==> config.mk <==
export PLATFORM = sky130hd
export DESIGN_NAME = snow64_scalar_access_pipe
export DESIGN_NICKNAME = d
export VERILOG_FILES = /design/src/rtl/snow64_scalar_access_pipe_pkg.sv /design/src/rtl/snow64_scalar_access_pipe_slice.sv /design/src/rtl/snow64_scalar_access_pipe.sv
export SDC_FILE = /design/constraint.sdc
export NUM_CORES = 2
export LEC_CHECK = 0
export ABC_AREA = 1
export ABC_CLOCK_PERIOD_IN_PS = 2600
export BUFFER_PORTS_ARGS = -buffer_cell sky130_fd_sc_hd__buf_2
export CAP_MARGIN = 15
export CORE_ASPECT_RATIO = 1.4
export CORE_UTILIZATION = 40
export DETAILED_ROUTE_END_ITERATION = 7
export PLACE_DENSITY_LB_ADDON = 0.15
export SETUP_SLACK_MARGIN = 0.15
export SKIP_LAST_GASP = 1
export SLEW_MARGIN = 30
export SYNTH_ARGS = -nofsm -noshare
export SYNTH_HDL_FRONTEND = slang
export SYNTH_HIERARCHICAL = 1
export SYNTH_SLANG_ARGS = --single-unit
==> constraint.sdc <==
create_clock -name clk -period 2.6 [get_ports clk]
set_clock_uncertainty 0.2 [all_clocks]
set_input_delay 0.13 -clock clk [delete_from_list [all_inputs] [get_ports clk]]
set_output_delay 0.13 -clock clk [all_outputs]
set_load 0.01 [all_outputs]
==> src/rtl/snow64_scalar_access_pipe_pkg.sv <==
// Shared types and decode helpers for the scalar extract/inject pipe.
// Element sizes are carried as log2(bytes) so that shifts replace multiplies.
package PkgSnow64ScalarAccess;

  typedef enum logic {
    OpExtract = 1'b0,
    OpInject  = 1'b1
  } op_e;

  typedef enum logic [1:0] {
    DtUnsgnInt = 2'd0,
    DtSgnInt   = 2'd1,
    DtBFloat16 = 2'd2,
    DtReserved = 2'd3
  } data_type_e;

  typedef enum logic [1:0] {
    Its8  = 2'd0,
    Its16 = 2'd1,
    Its32 = 2'd2,
    Its64 = 2'd3
  } int_size_e;

  typedef struct packed {
    op_e        op;
    logic [1:0] esz_log2;
    logic       misaligned;
    logic       bad_type;
    logic       sign_en;
  } s1_ctrl_t;

  typedef struct packed {
    logic misaligned;
    logic bad_type;
  } out_flags_t;

  // BFloat16 is always two bytes; every other type takes its size from the int size field.
  function automatic logic [1:0] esz_log2(data_type_e dt, int_size_e its);
    logic [1:0] lg;
    case (dt)
      DtBFloat16: lg = 2'd1;
      default:    lg = its;
    endcase
    return lg;
  endfunction

endpackage

==> src/rtl/snow64_scalar_access_pipe_slice.sv <==
// Combinational element extract (with optional sign extension) and inject on a line,
// addressed by an already-decoded element index and log2 element size.
module snow64_scalar_slice_unit
  import PkgSnow64ScalarAccess::*;
#(
  parameter int LINE_WIDTH   = 256,
  parameter int SCALAR_WIDTH = 64,
  parameter int OFFSET_WIDTH = $clog2(LINE_WIDTH / 8)
) (
  input  op_e                     op_i,
  input  logic [1:0]              esz_log2_i,
  input  logic [OFFSET_WIDTH-1:0] idx_i,
  input  logic                    sign_en_i,
  input  logic [LINE_WIDTH-1:0]   line_i,
  input  logic [SCALAR_WIDTH-1:0] scalar_i,
  output logic [SCALAR_WIDTH-1:0] scalar_o,
  output logic [LINE_WIDTH-1:0]   line_o
);

  localparam int BitW = $clog2(LINE_WIDTH);

  logic [BitW-1:0]         base_s;
  logic [SCALAR_WIDTH-1:0] mask_s;
  logic [SCALAR_WIDTH-1:0] raw_s;
  logic                    sign_bit_s;
  logic [SCALAR_WIDTH-1:0] ext_s;
  logic [LINE_WIDTH-1:0]   line_mask_s;
  logic [LINE_WIDTH-1:0]   ins_s;

  // Bit base of the element, element mask, extension and line merge.
  always_comb begin
    base_s = (BitW'(idx_i) << esz_log2_i) << 3'd3;
    case (esz_log2_i)
      2'd0:    mask_s = SCALAR_WIDTH'(8'hFF);
      2'd1:    mask_s = SCALAR_WIDTH'(16'hFFFF);
      2'd2:    mask_s = SCALAR_WIDTH'(32'hFFFF_FFFF);
      default: mask_s = '1;
    endcase
    raw_s = SCALAR_WIDTH'(line_i >> base_s) & mask_s;
    case (esz_log2_i)
      2'd0:    sign_bit_s = raw_s[7];
      2'd1:    sign_bit_s = raw_s[15];
      2'd2:    sign_bit_s = raw_s[31];
      default: sign_bit_s = raw_s[SCALAR_WIDTH-1];
    endcase
    if (sign_en_i && sign_bit_s) begin
      ext_s = raw_s | ~mask_s;
    end else begin
      ext_s = raw_s;
    end
    line_mask_s = LINE_WIDTH'(mask_s) << base_s;
    ins_s       = LINE_WIDTH'(scalar_i & mask_s) << base_s;
    if (op_i == OpInject) begin
      scalar_o = '0;
      line_o   = (line_i & ~line_mask_s) | ins_s;
    end else begin
      scalar_o = ext_s;
      line_o   = line_i;
    end
  end

endmodule

==> src/rtl/snow64_scalar_access_pipe.sv <==
// Two-stage scalar extract/inject pipe over one LAR line: S1 decodes the request,
// S2 (the output register) holds the sliced result. Valid/ready on both sides.
module snow64_scalar_access_pipe
  import PkgSnow64ScalarAccess::*;
#(
  parameter int LINE_WIDTH   = 256,
  parameter int SCALAR_WIDTH = 64,
  parameter int OFFSET_WIDTH = $clog2(LINE_WIDTH / 8),
  parameter int TAG_WIDTH    = 4
) (
  input  logic                    clk,
  input  logic                    rst_n,
  input  logic                    in_valid,
  output logic                    in_ready,
  input  logic                    in_op,
  input  logic [1:0]              in_data_type,
  input  logic [1:0]              in_int_type_size,
  input  logic [OFFSET_WIDTH-1:0] in_byte_offset,
  input  logic [LINE_WIDTH-1:0]   in_line,
  input  logic [SCALAR_WIDTH-1:0] in_scalar,
  input  logic [TAG_WIDTH-1:0]    in_tag,
  output logic                    out_valid,
  input  logic                    out_ready,
  output logic [SCALAR_WIDTH-1:0] out_scalar,
  output logic [LINE_WIDTH-1:0]   out_line,
  output logic [TAG_WIDTH-1:0]    out_tag,
  output logic                    out_misaligned,
  output logic                    out_bad_type
);

  logic                    advance_s;
  logic                    accept_s;
  logic [1:0]              esz_lg_s;
  logic [OFFSET_WIDTH-1:0] esz_mask_s;

  logic                    s1_valid_q, s1_valid_d;
  s1_ctrl_t                s1_ctrl_q, s1_ctrl_d;
  logic [OFFSET_WIDTH-1:0] s1_idx_q, s1_idx_d;
  logic [LINE_WIDTH-1:0]   s1_line_q, s1_line_d;
  logic [SCALAR_WIDTH-1:0] s1_scalar_q, s1_scalar_d;
  logic [TAG_WIDTH-1:0]    s1_tag_q, s1_tag_d;

  logic                    out_valid_q, out_valid_d;
  logic [SCALAR_WIDTH-1:0] out_scalar_q, out_scalar_d;
  logic [LINE_WIDTH-1:0]   out_line_q, out_line_d;
  logic [TAG_WIDTH-1:0]    out_tag_q, out_tag_d;
  out_flags_t              out_flags_q, out_flags_d;

  logic [SCALAR_WIDTH-1:0] slice_scalar_s;
  logic [LINE_WIDTH-1:0]   slice_line_s;

  // S1 and S2 move together, so S1 may accept whenever it is empty or S2 is about to drain.
  assign advance_s = !out_valid_q || out_ready;
  assign in_ready  = !s1_valid_q || advance_s;
  assign accept_s  = in_valid && in_ready;

  assign esz_lg_s   = esz_log2(data_type_e'(in_data_type), int_size_e'(in_int_type_size));
  assign esz_mask_s = (OFFSET_WIDTH'(1) << esz_lg_s) - OFFSET_WIDTH'(1);

  // Stage 1 next state: decode on accept, drop valid when handed to S2 without refill.
  always_comb begin
    s1_valid_d  = s1_valid_q;
    s1_ctrl_d   = s1_ctrl_q;
    s1_idx_d    = s1_idx_q;
    s1_line_d   = s1_line_q;
    s1_scalar_d = s1_scalar_q;
    s1_tag_d    = s1_tag_q;
    if (accept_s) begin
      s1_valid_d           = 1'b1;
      s1_ctrl_d.op         = op_e'(in_op);
      s1_ctrl_d.esz_log2   = esz_lg_s;
      s1_ctrl_d.misaligned = |(in_byte_offset & esz_mask_s);
      s1_ctrl_d.bad_type   = (in_data_type == DtReserved);
      s1_ctrl_d.sign_en    = (in_data_type == DtSgnInt);
      s1_idx_d             = in_byte_offset >> esz_lg_s;
      s1_line_d            = in_line;
      s1_scalar_d          = in_scalar;
      s1_tag_d             = in_tag;
    end else if (advance_s) begin
      s1_valid_d = 1'b0;
    end else begin
      s1_valid_d = s1_valid_q;
    end
  end

  snow64_scalar_slice_unit #(
    .LINE_WIDTH   (LINE_WIDTH),
    .SCALAR_WIDTH (SCALAR_WIDTH),
    .OFFSET_WIDTH (OFFSET_WIDTH)
  ) u_slice (
    .op_i       (s1_ctrl_q.op),
    .esz_log2_i (s1_ctrl_q.esz_log2),
    .idx_i      (s1_idx_q),
    .sign_en_i  (s1_ctrl_q.sign_en),
    .line_i     (s1_line_q),
    .scalar_i   (s1_scalar_q),
    .scalar_o   (slice_scalar_s),
    .line_o     (slice_line_s)
  );

  // Output register next state; contents hold while stalled.
  always_comb begin
    out_valid_d  = out_valid_q;
    out_scalar_d = out_scalar_q;
    out_line_d   = out_line_q;
    out_tag_d    = out_tag_q;
    out_flags_d  = out_flags_q;
    if (advance_s) begin
      out_valid_d = s1_valid_q;
      if (s1_valid_q) begin
        out_tag_d              = s1_tag_q;
        out_flags_d.misaligned = s1_ctrl_q.misaligned;
        out_flags_d.bad_type   = s1_ctrl_q.bad_type;
        if (s1_ctrl_q.bad_type) begin
          out_scalar_d = '0;
          out_line_d   = '0;
        end else begin
          out_scalar_d = slice_scalar_s;
          out_line_d   = slice_line_s;
        end
      end else begin
        out_tag_d = out_tag_q;
      end
    end else begin
      out_valid_d = out_valid_q;
    end
  end

  // Pipeline state registers.
  always_ff @(posedge clk or negedge rst_n) begin
    if (!rst_n) begin
      s1_valid_q   <= 1'b0;
      s1_ctrl_q    <= '0;
      s1_idx_q     <= '0;
      s1_line_q    <= '0;
      s1_scalar_q  <= '0;
      s1_tag_q     <= '0;
      out_valid_q  <= 1'b0;
      out_scalar_q <= '0;
      out_line_q   <= '0;
      out_tag_q    <= '0;
      out_flags_q  <= '0;
    end else begin
      s1_valid_q   <= s1_valid_d;
      s1_ctrl_q    <= s1_ctrl_d;
      s1_idx_q     <= s1_idx_d;
      s1_line_q    <= s1_line_d;
      s1_scalar_q  <= s1_scalar_d;
      s1_tag_q     <= s1_tag_d;
      out_valid_q  <= out_valid_d;
      out_scalar_q <= out_scalar_d;
      out_line_q   <= out_line_d;
      out_tag_q    <= out_tag_d;
      out_flags_q  <= out_flags_d;
    end
  end

  assign out_valid      = out_valid_q;
  assign out_scalar     = out_scalar_q;
  assign out_line       = out_line_q;
  assign out_tag        = out_tag_q;
  assign out_misaligned = out_flags_q.misaligned;
  assign out_bad_type   = out_flags_q.bad_type;

endmodule

=== Word-level counts from Yosys, hierarchy flattened ===
Index checks and enable logic that the tools add are counted.

* $add $sub $neg: 1
* Multipliers: 0
* Div/mod/pow operators: 0
* Magnitude comparators: 0
* Equal/unequal tests: 5
* Shifts and indexed selects: 6
* Multiplexer cells: 10
* Bitwise logic cells: 8
* Reductions and logical operators: 10

{| class="wikitable"
|+ Operator list
! kind !! count
|-
| $mux 256 || 2
|-
| $and 256x256->256 || 1
|-
| $not 256->256 || 1
|-
| $or 256x256->256 || 1
|-
| $shl 256x8->256 || 1
|-
| $shl 64x8->256 || 1
|-
| $shr 256x8->64 || 1
|-
| $mux 64 || 3
|-
| $pmux 64 s3 || 1
|-
| $and 64x64->64 || 2
|-
| $not 64->64 || 1
|-
| $or 64x64->64 || 1
|-
| $eq 2x2->1 const B || 3
|-
| $and 5x5->5 || 1
|-
| $reduce_or 5->1 || 1
|-
| $shl 1x2->5 const A || 1
|-
| $shl 5x2->5 || 1
|-
| $shr 5x2->5 || 1
|-
| $sub 5x2->5 const B || 1
|-
| $eq 2x1->1 const B || 2
|-
| $pmux 1 s3 || 1
|-
| $logic_and 1x1->1 || 2
|-
| $logic_not 1->1 || 2
|-
| $logic_not 2->1 || 1
|-
| 5 further kinds || 7
|}

* Register bits: 663
* Latch bits: 0
* RAM bits: 0
* ROM bits: 0
* Bits of input ports: 338
* Output and inout port bits: 328
* Logic and storage cells: 56
* Memories kept: 0

=== Logic depth before layout (Yosys ltp) ===
* Depth in word-level cells: 8
* Gate-level depth with buffers: 21
* Depth with buffers taken out: 18

=== Hierarchy ===
Netlist, hierarchy kept.

{| class="wikitable"
|+ By module, submodules not included
! module !! times used !! cells an instance !! area each (sq um) !! seq. area each (sq um)
|-
| snow64_scalar_access_pipe || 1 || 2823 || 25130.4 || 16590.9
|-
| snow64_scalar_slice_unit || 1 || 2987 || 14046.0 || 0.0
|}

=== Worst setup path after synthesis ===
No wires, ideal clock.

* Path type: register to register
* From: register s1_ctrl_q[3] (netlist bit)
* To: register out_scalar_q[22], in the netlist out_scalar[22]
* Setup time: 0.117 ns
* Arrival time: 2.108 ns
* Required time: 2.283 ns
* Slack: 0.175 ns
* Stages on the path, launching flop included: 19
* Buffers on the path: 4
* Clock period less this slack: 2.425 ns
* Path through: dfrtp_1 buf_6 nand2_1 nand2_1 nand2_1 nand2_2 buf_6 nor2_1 buf_4 nand3_1 nand2_1 inv_1 nand3_1 nand2_1 o21ai_4 buf_6 a21oi_2 nand2_1 nand2_1

* Cells in the longest elaborated chain, start to end: 8
* Elaborated cells on any way between the ends: 14
* Classes of those cells: eq/ne (2); shift (2); mux (5); bitwise (3); reduce/logical (2)

{| class="wikitable"
|+ Ends and longest elaborated chain
! item !! line !! text
|-
| start: declaration || snow64_scalar_access_pipe.sv:37 || <nowiki>s1_ctrl_t s1_ctrl_q, s1_ctrl_d;</nowiki>
|-
| start signal: assignment || snow64_scalar_access_pipe.sv:145 || <nowiki>s1_ctrl_q <= s1_ctrl_d;</nowiki>
|-
| $shl 5x2->5 (tied with other cells) || snow64_scalar_access_pipe_slice.sv:32 || <nowiki>base_s = (BitW'(idx_i) << esz_log2_i) << 3'd3;</nowiki>
|-
| $shr 256x8->64 or $pmux 64 s3 (tied branches) || snow64_scalar_access_pipe_slice.sv:39, snow64_scalar_access_pipe_slice.sv:33 ||
|-
| $and 64x64->64 || snow64_scalar_access_pipe_slice.sv:39 || <nowiki>raw_s = SCALAR_WIDTH'(line_i >> base_s) & mask_s;</nowiki>
|-
| $pmux 1 s3 || snow64_scalar_access_pipe_slice.sv:40 || <nowiki>case (esz_log2_i)</nowiki>
|-
| $logic_and 1x1->1 || snow64_scalar_access_pipe_slice.sv:46 || <nowiki>if (sign_en_i && sign_bit_s) begin</nowiki>
|-
| $mux 64 * || snow64_scalar_access_pipe_slice.sv:46 ||
|-
| $mux 64 * || snow64_scalar_access_pipe_slice.sv:53 || <nowiki>if (op_i == OpInject) begin</nowiki>
|-
| via slice_scalar_s[22] || snow64_scalar_access_pipe.sv:49 || <nowiki>logic [SCALAR_WIDTH-1:0] slice_scalar_s;</nowiki>
|-
| $mux 64 * || snow64_scalar_access_pipe.sv:114 || <nowiki>if (s1_ctrl_q.bad_type) begin</nowiki>
|-
| end signal: assignment || snow64_scalar_access_pipe.sv:151 || <nowiki>out_scalar_q <= out_scalar_d;</nowiki>
|-
| end: declaration || snow64_scalar_access_pipe.sv:44 || <nowiki>logic [SCALAR_WIDTH-1:0] out_scalar_q, out_scalar_d;</nowiki>
|}

Mark *: on every way through the listed nets, which the timed path passes. The rest lies on a longest branch.
A chain may end at the register's enable or synchronous reset.

=== Final worst setup path ===
* From: register s1_ctrl_q[3] (netlist bit)
* To: register out_line_q[177], in the netlist out_line[177]

* Cells in the longest elaborated chain, start to end: 8
* Elaborated cells on any way between the ends: 13
* Classes of those cells: eq/ne (2); shift (3); mux (3); bitwise (4); reduce/logical (1)

{| class="wikitable"
|+ Ends and longest elaborated chain
! item !! line !! text
|-
| branches (longest 5 deep; another with $shl 256x8->256) || -- ||
|-
| $or 256x256->256 * || snow64_scalar_access_pipe_slice.sv:55 || <nowiki>line_o = (line_i & ~line_mask_s) | ins_s;</nowiki>
|-
| $mux 256 * || snow64_scalar_access_pipe_slice.sv:53 ||
|-
| via slice_line_s[177] || snow64_scalar_access_pipe.sv:50 || <nowiki>logic [LINE_WIDTH-1:0] slice_line_s;</nowiki>
|-
| $mux 256 * || snow64_scalar_access_pipe.sv:114 ||
|-
| end signal: assignment || snow64_scalar_access_pipe.sv:152 || <nowiki>out_line_q <= out_line_d;</nowiki>
|-
| end: declaration || snow64_scalar_access_pipe.sv:45 || <nowiki>logic [LINE_WIDTH-1:0] out_line_q, out_line_d;</nowiki>
|}

Mark *: on every way through the listed nets, which the timed path passes.

==> impl_metrics.tcl <==
set metrics [dict create \
    status "complete, but fails checks" \
    violations "DRC, hold timing, setup timing" \
    grt_pass1_wl_um 377000 \
    grt_max_degree 143 \
    numCtsBuffers 69 \
    powerDensity_nw_per_um2 910 \
    cpPeakStageDelay_ps 420 \
    leakage_nw 32.0 \
    cts.htree.levels 3 \
    cp_cell_sequence "buf_4 -> inv_4 -> nand2_2 -> nand3_4 -> clkinv_8 -> buf_16 -> buf_12 -> a32o_1 -> nand2_1 -> nand2_1 -> nand2_1 -> o21ai_0 -> buf_4 -> nand2_1 -> nand2_1" \
    worstPathArrival_ps 3720 \
    max_freq_ghz 0.303 \
    hold_end "s1_line_q[203]$_DFFE_PN0P_" \
    worst-path-buf-inv 6 \
    endpoint_kind "flip-flop" \
    ys_ff_latch 663 \
    synth_top_flop_cell "dfrtp_1" \
    post_drt_wl_per_cell_um 29.9 \
    grt_pass1_vias 52000 \
    drtIter0Drc 7758 \
    io_buffers 665 \
    rsz0062_at_grt "true" \
    clkSlewWorstSetupHoldPaths_ps 70 \
    synth_top_area_frac 0.423 \
    synth_area_per_cell_um2 6.74 \
    drv_slew 0 \
    dpl.cell_count 8334 \
    ioPinCount 666 \
    ff_latch_area_um2 16600 \
    via_per_inst 5.90 \
    grt_antenna_before_repair 28 \
    stdcell_count 9105 \
    multi_input_area_um2 19700 \
    antenna_left 0 \
    worst_skew_pair.late_latency_ps 700 \
    synthToLayoutAreaGrowth_pct 51.9 \
    highest_layer "met5" \
    gp_congestion 1.13 \
    hp-class "in2reg" \
    wl_met2_um 113000 \
    yosysWarningCount 6 \
    dpl.hpwl_um 198000 \
    vias 53700 \
    critPathMaxFanout 17 \
    dr_wl_met3_um 30600 \
    num-fill-cells 8788 \
    initial_core_util 0.404 \
    synth_cell_types 54 \
    drive_gt1_frac 0.245 \
    r2r_cells 15 \
    worst_pin_slew_ps 995 \
    clock_path_buffers 3 \
    cts_root_buf "clkbuf_16" \
    min_from "in_line[203]" \
    post-route-min-period_ps 3300 \
    synth.net_count 6148 \
    r2r-start "s1_ctrl_q[3]$_DFFE_PN0P_" \
    setup_ws_ps -702 \
    yosysSeqAreaShare 0.423 \
    finalSetupViolCount 319 \
    chipWidth_um 266 \
    fp-row-count 135 \
    reg2reg_slack_ps -700 \
    synthArstFlopShare 1.00 \
    drt-total-wl_um 272000 \
    rr_endpoint "out_line[177]$_DFFE_PN0P_" \
    syn_inst 5810 \
    clock_sinks 663 \
    synth_area_um2 39200 \
    whs_ps -0.721 \
    synth.area.top_cells "dfrtp_1, nand2_1, o21ai_0" \
    die_area_um2 99200 \
    synth-edff-count 0 \
    crit_top_cell "nand2_1" \
    crit_slowest_cell "o21ai_0" \
    hold_depth 4 \
    vdd_ir_drop_max_uv 802 \
    min_period_over_period 1.27 \
    max_cap_violations 0 \
    worstSetupPathType "reg2reg" \
    crit_path_start_kind "flip-flop" \
    yosys.area.top_type "dfrtp_1" \
    grt.overflow.total 0 \
    drcViolationCount 1 \
    final_nets 8072 \
    met1_length_um 94000 \
    grt_usage 0.541 \
    place_ws_ps -593 \
    design.core.area_um2 97000 \
    hold_viol 1 \
    critPathRequiredTime_ps 3010 \
    die_h_um 372 \
    fin_tns_setup_ps -99690 \
    tritoncts "built" \
    cpLargestDelayFamily "simple AND/OR/NAND/NOR gates" \
    dr.pass1.iters 8 \
    relSlewSlack 0.337 \
]
metal layers:
metal	vias up	GRT usage
met2	4445	0.789
li1	22400	-
met1	25300	0.617
met5	-	0.0103
met3	1483	0.166
met4	18	0.538
worst reg2reg max path: cells and delay by family, from the launching register on:
kind	cells	cell delay (ps)
and+or+nand+nor	7	1000
buffers and inverters	6	910
AOI/OAI and AO/OA	2	720
DFF	1	410
worst max path at each step:
stage,from,to,slack [ps],cells past startpoint
after global routing,s1_ctrl_q[3]$_DFFE_PN0P_,out_scalar[45]$_DFFE_PN0P_,-610,19
after global placement,s1_ctrl_q[3]$_DFFE_PN0P_,out_line[91]$_DFFE_PN0P_,-570,12
after CTS,s1_ctrl_q[4]$_DFFE_PN0P_,out_scalar[27]$_DFFE_PN0P_,-440,19
after floorplan,s1_ctrl_q[3]$_DFFE_PN0P_,out_scalar[22]$_DFFE_PN0P_,170,18
after detailed placement,s1_ctrl_q[3]$_DFFE_PN0P_,out_line[91]$_DFFE_PN0P_,-590,12
final,s1_ctrl_q[3]$_DFFE_PN0P_,out_line[177]$_DFFE_PN0P_,-700,15
logic make-up (layout without fill, tap and decap cells):
group	Yosys count	in the layout	share of synthesized area
AND/OR/NAND/NOR	3403	3403	0.336
AO/OA/AOI/OAI	1051	1051	0.153
buffers and inverters	678	2653	0.0835
flip-flops	663	663	0.423
multiplexers	15	15	0.00383
other	0	19	0
flip-flops by register name, summed over array words and instances, names as in the netlist:
register / flops
out_scalar: 64
s1_idx_q: 5
out_misaligned: 1
s1_scalar_q: 64
out_tag: 4
s1_line_q: 256
s1_tag_q: 4
out_valid: 1
out_line: 256
s1_valid_q: 1
out_bad_type: 1
s1_ctrl_q: 6
synthesized netlist by cell type (4+ instances only):
master / instances
a32o_1: 11
nor2_1: 142
buf_4: 35
clkbuf_1: 135
a21oi_2: 20
o21ai_1: 55
o2111ai_1: 19
nand2_1: 3071
inv_1: 257
dfrtp_1: 663
nand3_1: 137
nor3_1: 4
buf_2: 156
inv_2: 11
buf_6: 53
o22ai_1: 218
a221oi_1: 4
a211oi_1: 5
nor2_2: 6
a22oi_1: 9
nand4_1: 6
o221ai_1: 5
o31ai_1: 14
a22o_1: 8
a21oi_1: 99
mux2i_1: 15
buf_1: 27
nor3_2: 8
a31oi_1: 4
o21ai_0: 535
o211ai_1: 34
nand2_2: 9
final cells by class:
cell class / count / share of cell area
clock inverters: 27 / 0.00635
multi-input cells: 4469 / 0.331
flip-flops and latches: 663 / 0.279
repair buffers: 2259 / 0.304
inverters: 272 / 0.0176
diodes: 19 / 0.000799
well taps: 1301 / 0.0274
clock buffers: 95 / 0.0337
report_power, final:
part	switching, mW	leakage [nW]	internal (mW)
combinational	18.1	22.5	10.4
clock	4.71	1.17	6.07
sequential	2.19	8.35	12.7
per-stage QoR:
| stage | utilization | instance area, um2 | total power, mW |
|---|---|---|---|
| 2_1_floorplan | - | 39200 | 24.9 |
| 3_3_place_gp | 0.518 | 50200 | 39.9 |
| 3_5_place_dp | 0.518 | 50200 | 39.9 |
| 4_1_cts | 0.610 | 59100 | 51.9 |
| 5_1_grt | 0.613 | 59500 | 55.4 |
| 6_report | 0.614 | 59500 | 54.2 |
placed cells by master (no fill, tap or decap), types with 7 or more instances in the layout:
cell type	n
a21oi_1	94
a21oi_2	25
a22oi_1	9
a32o_1	11
buf_12	83
buf_2	664
buf_4	885
buf_6	11
clkbuf_1	10
clkbuf_16	75
clkbuf_8	14
clkinv_2	9
dfrtp_1	662
diode_2	19
dlygate4sd3_1	605
inv_1	255
inv_2	11
mux2i_1	14
nand2_1	3050
nand2_2	21
nand2_4	7
nand3_1	130
nand3_2	8
nor2_1	127
nor2_2	11
nor2_4	13
nor3_2	9
o2111ai_1	18
o211ai_1	34
o21ai_0	501
o21ai_1	79
o21ai_2	9
o22ai_1	213
o31ai_1	10
timing repair:
action | 4_1_cts | 5_1_grt
gates cloned | 2 | 4
hold buffers | 606 | 0
endpoints found under the setup margin | 320 | 345
endpoints found under the hold margin | 1001 | 0
buffers inserted | 8 | 10
pin swaps | 7 | 7
resized for setup | 98 | 53
(Power assumes the default switching activity.)
